--- config.mk ---
export PLATFORM = sky130hd
export DESIGN_NAME = butterfly_mem_arbiter
export DESIGN_NICKNAME = d
export VERILOG_FILES = /design/src/rtl/butterfly_pkg.sv /design/src/rtl/butterfly_mem_arbiter.sv
export SDC_FILE = /design/constraint.sdc
export NUM_CORES = 1
export LEC_CHECK = 0
export ABC_AREA = 1
export CAP_MARGIN = 5
export CORE_ASPECT_RATIO = 0.6
export CORE_MARGIN = 2
export CORE_UTILIZATION = 38
export CTS_CLUSTER_DIAMETER = 100
export DETAILED_ROUTE_END_ITERATION = 7
export MAX_ROUTING_LAYER = met4
export PLACE_DENSITY = 0.87
export SYNTH_ARGS = -nofsm -noshare
export SYNTH_HDL_FRONTEND = slang
export SYNTH_SLANG_ARGS = --single-unit
--- constraint.sdc ---
create_clock -name clk_i -period 2.57 [get_ports clk_i]
set_input_delay 0.257 -clock clk_i [delete_from_list [all_inputs] [get_ports clk_i]]
set_output_delay 0.257 -clock clk_i [all_outputs]
set_load 0.005 [all_outputs]
--- src/rtl/butterfly_pkg.sv ---
// Shared types for the ButterFly memory arbiter: FSM state encoding and the
// captured memory request register layout.
package butterfly_pkg;

  typedef enum logic [1:0] {
    ARB_IDLE   = 2'd0,
    ARB_BUSY_I = 2'd1,
    ARB_BUSY_D = 2'd2
  } arb_state_e;

  typedef struct packed {
    logic        we;
    logic [31:0] addr;
    logic [31:0] wdata;
    logic [3:0]  wstrb;
  } mem_req_t;

  localparam int unsigned STARVE_CNT_W = 4;

endpackage

--- src/rtl/butterfly_mem_arbiter.sv ---
// Shares one memory port between instruction fetch and load/store, data first.
// Define BUTTERFLY_ARB_STARVE_GUARD_EN to bound how long fetch can be starved.
module butterfly_mem_arbiter
  import butterfly_pkg::*;
#(
  parameter int unsigned STARVE_LIMIT = 4
) (
  input  logic        clk_i,
  input  logic        rst_n_i,
  input  logic        if_valid_i,
  input  logic [31:0] if_addr_i,
  output logic        if_ready_o,
  output logic [31:0] if_rdata_o,
  input  logic        d_valid_i,
  input  logic        d_we_i,
  input  logic [31:0] d_addr_i,
  input  logic [31:0] d_wdata_i,
  input  logic [3:0]  d_wstrb_i,
  output logic        d_ready_o,
  output logic [31:0] d_rdata_o,
  output logic        mem_valid_o,
  output logic        mem_we_o,
  output logic [31:0] mem_addr_o,
  output logic [31:0] mem_wdata_o,
  output logic [3:0]  mem_wstrb_o,
  input  logic [31:0] mem_rdata_i,
  input  logic        mem_ready_i
);

  arb_state_e state_q, state_d;
  mem_req_t   req_q, req_d;
  logic       mem_valid_q, mem_valid_d;
  logic       guard_trip;

`ifdef BUTTERFLY_ARB_STARVE_GUARD_EN
  localparam logic [STARVE_CNT_W-1:0] LIMIT = STARVE_CNT_W'(STARVE_LIMIT);
  localparam logic [STARVE_CNT_W-1:0] SAT   = '1;

  logic [STARVE_CNT_W-1:0] starve_q, starve_d;

  assign guard_trip = (starve_q == LIMIT) && if_valid_i;

  // Counts data grants that overtook a waiting fetch; saturates instead of wrapping.
  always_comb begin
    starve_d = starve_q;
    if (state_q == ARB_IDLE) begin
      if (d_valid_i && !guard_trip) begin
        if (!if_valid_i)          starve_d = '0;
        else if (starve_q != SAT) starve_d = starve_q + 1'b1;
      end else if (if_valid_i) begin
        starve_d = '0;
      end
    end
  end

  always_ff @(posedge clk_i or negedge rst_n_i) begin
    if (!rst_n_i) starve_q <= '0;
    else          starve_q <= starve_d;
  end
`else
  assign guard_trip = 1'b0;
`endif

  always_comb begin
    state_d     = state_q;
    req_d       = req_q;
    mem_valid_d = mem_valid_q;
    unique case (state_q)
      ARB_IDLE: begin
        if (d_valid_i && !guard_trip) begin
          req_d       = '{we: d_we_i, addr: d_addr_i, wdata: d_wdata_i, wstrb: d_wstrb_i};
          mem_valid_d = 1'b1;
          state_d     = ARB_BUSY_D;
        end else if (if_valid_i) begin
          req_d       = '{we: 1'b0, addr: if_addr_i, wdata: 32'h0, wstrb: 4'h0};
          mem_valid_d = 1'b1;
          state_d     = ARB_BUSY_I;
        end
      end
      ARB_BUSY_I, ARB_BUSY_D: begin
        // Request fields stay frozen until completion; the requester's valid is not re-sampled.
        if (mem_ready_i) begin
          mem_valid_d = 1'b0;
          state_d     = ARB_IDLE;
        end
      end
      default: begin
        mem_valid_d = 1'b0;
        state_d     = ARB_IDLE;
      end
    endcase
  end

  always_ff @(posedge clk_i or negedge rst_n_i) begin
    if (!rst_n_i) begin
      state_q     <= ARB_IDLE;
      req_q       <= '0;
      mem_valid_q <= 1'b0;
    end else begin
      state_q     <= state_d;
      req_q       <= req_d;
      mem_valid_q <= mem_valid_d;
    end
  end

  assign mem_valid_o = mem_valid_q;
  assign mem_we_o    = req_q.we;
  assign mem_addr_o  = req_q.addr;
  assign mem_wdata_o = req_q.wdata;
  assign mem_wstrb_o = req_q.wstrb;

  assign if_ready_o  = (state_q == ARB_BUSY_I) && mem_ready_i;
  assign d_ready_o   = (state_q == ARB_BUSY_D) && mem_ready_i;
  assign if_rdata_o  = mem_rdata_i;
  assign d_rdata_o   = mem_rdata_i;

endmodule

==> flow_metrics.tcl, run 1 <==
set metrics [dict create \
    status "completed" \
    synth_top_area_cell "dfrtp_1" \
    final_util_pct 56.1 \
    ys_seq_elements 72 \
    viasPerCell 4.50 \
    synth_fa_ha_area_share_pct 1.32 \
    maxCapViolCount 0 \
    path_cells "inv_1 -> ha_1 -> nand2_1 -> inv_1 -> clkdlybuf4s50_1" \
    peakVddDrop_mv 0.475 \
    cts_buffers 9 \
    cts_setup_buffers 0 \
    clock_latency_ns 0.32 \
    p_leak_nw 2.75 \
    skew_ns 0.00741 \
    cp-start-kind "flip-flop" \
    clk_pin_slew_ns 0.06 \
    fin_crit_sh_pct 71.1 \
    gr-total-overflow 0 \
    syn_to_final_growth_pct 44.4 \
    critPathArrivalTime_ns 1.57 \
    antenna_cells 0 \
    rr_worst_depth 6 \
    cpMostUsedCell "inv_1" \
    finalHoldViolations 0 \
    grt_pass1_wl_mm 15.2 \
    synth-compound-area-share_pct 4.65 \
    grt_usage_pct 18.2 \
    ys_async_sr_fraction_pct 100 \
    ys_top_cells_by_count "nand2_1, dfrtp_1, buf_4, nand3_1, inv_1" \
    wire_per_inst_um 12.8 \
    dr_total_vias 3309 \
    setup_viol 0 \
    rsz0062_at_grt "false" \
    dr.pass1.iters 4 \
    drv_slew 0 \
    worstPathRequired_ns 2.31 \
    grt_pass1_vias 3212 \
    routabilityCongestion 0.844 \
    clockRootBuffer "clkbuf_16" \
    drtIter0Drc 131 \
    synth-simple-area-share_pct 26.5 \
    antenna_found_initial 0 \
    grt_max_degree 73 \
    worst_slew_pin_slew_ns 0.904 \
    clk_path_buf_depth 2 \
    place_hpwl_mm 6.87 \
    layout.nets 738 \
    yosysSeqAreaShare_pct 47.4 \
    synth_edf_count 0 \
    start_util_pct 38.9 \
    yosysMostFrequentCell "nand2_1" \
    cts_max_level 3 \
    p_per_area_mw_per_mm2 1040 \
    synth_top_area_share_pct 47.4 \
    post_synth_inst_count 493 \
    path_class "reg2out" \
    die_h_um 81.4 \
    dieArea_mm2 0.0108 \
    ys.warnings.count 0 \
    synth_ff_type "dfrtp_1" \
    holdCritPathClass "in2async" \
    ios 274 \
    clock-sinks 72 \
    cts_resized 0 \
    cts_tree "done" \
    cts_hold_buffers 0 \
    syn_area_mm2 0.00380 \
    synthMuxAreaShare_pct 0 \
    worstPathMaxFanout 3 \
    num_rows 28 \
    synthTopCellsByArea "dfrtp_1, nand2_1, buf_4" \
    wl_mm 9.40 \
    relSlewSlack_pct 39.8 \
    cp_num_buf_inv 3 \
    synth_top_family_by_area "simple AND/OR/NAND/NOR gates" \
    ant_nets 0 \
    cp.depth 5 \
    drive_above_1_share_pct 4.16 \
    fin_setup_tns_ns 0 \
    die_x_um 133 \
    avgSynthCellArea_um2 7.70 \
    ys_types 14 \
    fmax_ghz 0.547 \
    max_stage_delay_ns 0.49 \
    synthesis.nets 635 \
    synth_xor_area_share_pct 0 \
    critPathTopFamily "buffers and inverters" \
    worst_path_max_delay_cell "clkdlybuf4s50_1" \
    port_buffers 177 \
    worstSetupEndpointType "output port" \
    coreArea_mm2 0.00977 \
    period_minus_slack_ns 1.83 \
    drc 0 \
]
==> layout by cell type, fill, tap and decap left out <==
cell             count
clkinv_4             2
inv_2                1
buf_4                7
clkinv_2             1
nand3_1             40
clkdlybuf4s50_1    175
bufinv_16            2
nor2_1               2
clkbuf_8             1
o21ai_4              1
clkbuf_16            9
nand2_1            213
inv_1               38
inv_6                1
ha_1                 4
o21ai_0             32
dfrtp_1             72
==> area by class of cell <==
cell class	instances	area [µm²]
Timing Repair Buffer	182	1800
Multi-Input combinational cell	292	1230
Clock buffer	10	239
Sequential cell	72	1800
Tap cell	135	169
Clock inverter	6	91.3
Fill cell	839	4290
Inverter	39	146
==> through the flow <==
stage	hold WS, ns	power (W)	area, µm²	instances	setup slack [ns]
finish	0.0608	0.00573	5490	736	0.741
global route	0.160	0.00615	5490	736	0.647
CTS	0.102	0.00582	5490	736	0.715
detailed placement	0.457	0.00442	5150	720	0.932
global placement	0.431	0.00434	5150	720	0.961
floorplan	-0.0386	0.00302	3800	493	1.26
==> per-layer routing <==
metal	share of wire [%]	track usage (%)	vias up
met4	1.3	5.91	0
met1	44	21.3	1491
met2	45	28.9	162
li1	-	-	1645
met3	9.7	7.47	11
met5	0	-	-
==> registers in the layout, indices dropped and copies added (netlist names) <==
| signal | flops |
|---|---|
| mem_addr_o | 32 |
| mem_wdata_o | 32 |
| mem_wstrb_o | 4 |
| state_q | 2 |
| mem_valid_o | 1 |
| mem_we_o | 1 |
==> where the power goes <==
| group | switching, W | internal (W) | total, W |
|---|---|---|---|
| clock network | 0.000474 | 0.000881 | 0.00135 |
| registers | 0.000297 | 0.00167 | 0.00197 |
| logic | 0.00106 | 0.00135 | 0.00241 |
==> kinds of logic after synthesis <==
kind of cell	count (synthesis)
AO/OA/AOI/OAI	33
flip-flops	72
AND/OR/NAND/NOR	255
adder cells (fa/ha/maj)	4
buffers and inverters	129
==> worst register-to-register path, cell delays in order, from the launching register on <==
cell     delay (ns)
dfrtp_1        0.40
inv_1          0.11
ha_1           0.25
o21ai_4        0.09
inv_2          0.40
nand2_1        0.14
nand2_1        0.09
==> path summary, 6_finish.rpt <==
| kind | slack, ns | start | to |
|---|---|---|---|
| hold reg to reg | 0.47 | mem_wdata_o[8] | mem_wdata_o[8] |
| min in group clk_i | 0.42 | d_valid_i | mem_wstrb_o[1] |
| hold / removal | 0.06 | rst_n_i | mem_addr_o[10] |
| setup reg to reg | 1.03 | state_q[0] | mem_addr_o[14] |
| setup / recovery | 0.74 | state_q[1] | if_ready_o |
| max in group asynchronous | 1.92 | rst_n_i | mem_wdata_o[10] |
(Power assumes the default switching activity.)
==> run 2: changes to the inputs <==
- CORE_UTILIZATION: 38 -> 32
- PLACE_DENSITY: 0.87 -> 0.78
- clock period: 2.57 -> 1.66 ns (I/O delays scaled with it)
==> flow_metrics.tcl, run 2 (synthesis results as in run 1) <==
set metrics [dict create \
    clockPowerShare_pct 25.2 \
    clk_pin_slew_ns 0.06 \
    fillCellCount 1057 \
    die_x_um 145 \
    drv_slew 0 \
    cts_buffers 9 \
    relSlewSlack_pct 67.4 \
    intPower_w 0.00641 \
    cts_tree "done" \
    num_rows 30 \
    gr-total-overflow 0 \
    worstReg2RegStart "state_q[0]" \
    port_buffers 177 \
    clk_path_buf_depth 2 \
    worst_path_max_delay_cell "dfrtp_1" \
    start_util_pct 33.2 \
    clock_latency_ns 0.32 \
    dr.pass1.iters 5 \
    maxCapViolCount 0 \
    min-delay-start "d_valid_i" \
    clockRootBuffer "clkbuf_16" \
    coreArea_mm2 0.0114 \
    pwr-share-comb_pct 41.9 \
    status "completed" \
    worstSetupEndpointType "flip-flop" \
    p_leak_nw 2.81 \
    worst_slew_pin_slew_ns 0.489 \
    fin_crit_sh_pct 96.0 \
    p_seq_share_pct 32.9 \
    switchingPower_w 0.00293 \
    holdCritPathClass "in2reg" \
    max_stage_delay_ns 0.40 \
    finalHoldViolations 0 \
    grt_pass1_vias 3338 \
    viasPerCell 4.42 \
    critPathTopFamily "buffers and inverters" \
    dr_total_vias 3374 \
    skew_ns 0.00529 \
    final_common_cell "nand2_1" \
    path_class "reg2reg" \
    grt_max_degree 88 \
    rsz0062_at_grt "false" \
    drc 0 \
    wl_mm 10.3 \
    cts_max_level 3 \
    wire_per_inst_um 13.5 \
    ant_nets 0 \
    p_total_w 0.00934 \
    routabilityCongestion 0.796 \
    final_cell_mix "nand2_1, clkdlybuf4s50_1, dfrtp_1, nand3_1, inv_1" \
    peakVddDrop_mv 0.774 \
    grt_pass1_wl_mm 16.0 \
    placed_cell_area_mm2 0.00523 \
    worstPathMaxFanout 69 \
    worstPathRequired_ns 1.92 \
    antenna_cells 0 \
    critical_path.startpoint "state_q[0]" \
    cpMostUsedCell "nand2_1" \
    die_h_um 88.4 \
    fmax_ghz 0.628 \
    period_minus_slack_ns 1.59 \
    clock-sinks 72 \
    syn_to_final_growth_pct 48.2 \
    setup_viol 0 \
    drive_above_1_share_pct 4.64 \
    cp_num_buf_inv 3 \
    path_cells "inv_2 -> buf_4 -> ha_1 -> o21ai_4 -> buf_12 -> nand2_1 -> nand2_1" \
    critPathArrivalTime_ns 1.85 \
    dieArea_mm2 0.0128 \
    netSwitchingFraction_pct 31.3 \
    p_per_area_mw_per_mm2 1660 \
    holdWs_ns 0.232 \
    antenna_found_initial 0 \
    grt_usage_pct 16.7 \
    final_cell_area_mm2 0.00563 \
    drtIter0Drc 131 \
    cp-start-kind "flip-flop" \
    place_hpwl_mm 7.59 \
    layout.nets 741 \
    ios 274 \
    fin_setup_tns_ns 0 \
]
[run 2: final timing paths]
check	depth (start not counted)	endpoint	slack (ns)
min in group asynchronous	2	mem_wdata_o[23]	0.34
setup reg to reg	7	mem_addr_o[14]	0.07
hold / removal	3	mem_we_o	0.23
setup / recovery	7	mem_addr_o[14]	0.07
max in group asynchronous	3	mem_wdata_o[17]	0.73
hold reg to reg	2	mem_wdata_o[18]	0.47
[run 2: what timing repair did]
action                                  4_1_cts  5_1_grt
setup buffers                                 3        0
endpoints found under the hold margin        35        0
gates resized for setup                       4        2
endpoints found under the setup margin        2       32
hold buffers                                  1        0
[run 2: metrics by stage]
step,worst slack (ns),instances,util (%)
floorplan,0.348,493,-
finish,0.0664,763,49.2
CTS,0.0116,763,49.1
detailed placement,0.0716,744,45.7
global placement,0.180,744,45.7
global route,0.0103,763,49.2
[run 2: final cells by class]
cell class                 count  area (µm²)  area share [%]
timing repair buffer         185        1880            33.3
sequential                    72        1800            32.0
multi-input combinational    292        1230            21.9
clock buffer                  10         239            4.25
tap                          160         200            3.56
inverter                      39         149            2.65
clock inverter                 5         129            2.29
[run 2: power by group through the flow]
stage | Sequential (W) | Clock, W | Combinational, W
2_1_floorplan | 0.00310 | 0 | 0.00157
6_report | 0.00307 | 0.00236 | 0.00391
3_5_place_dp | 0.00308 | 0 | 0.00390
4_1_cts | 0.00308 | 0.00243 | 0.00395
3_3_place_gp | 0.00304 | 0 | 0.00381
5_1_grt | 0.00317 | 0.00252 | 0.00435
[run 2: per-layer routing]
layer | global-route usage (%) | vias up | part of all wire (%)
met5 | - | - | 0
met4 | 3.18 | 0 | 0.35
met2 | 26.0 | 200 | 44
met3 | 9.15 | 4 | 13
li1 | - | 1654 | -
met1 | 19.2 | 1516 | 42
[run 2: worst min-delay path, stage by stage]
cell and delay [ns]:
buf_4 0.20, nand3_1 0.09, nand2_1 0.05
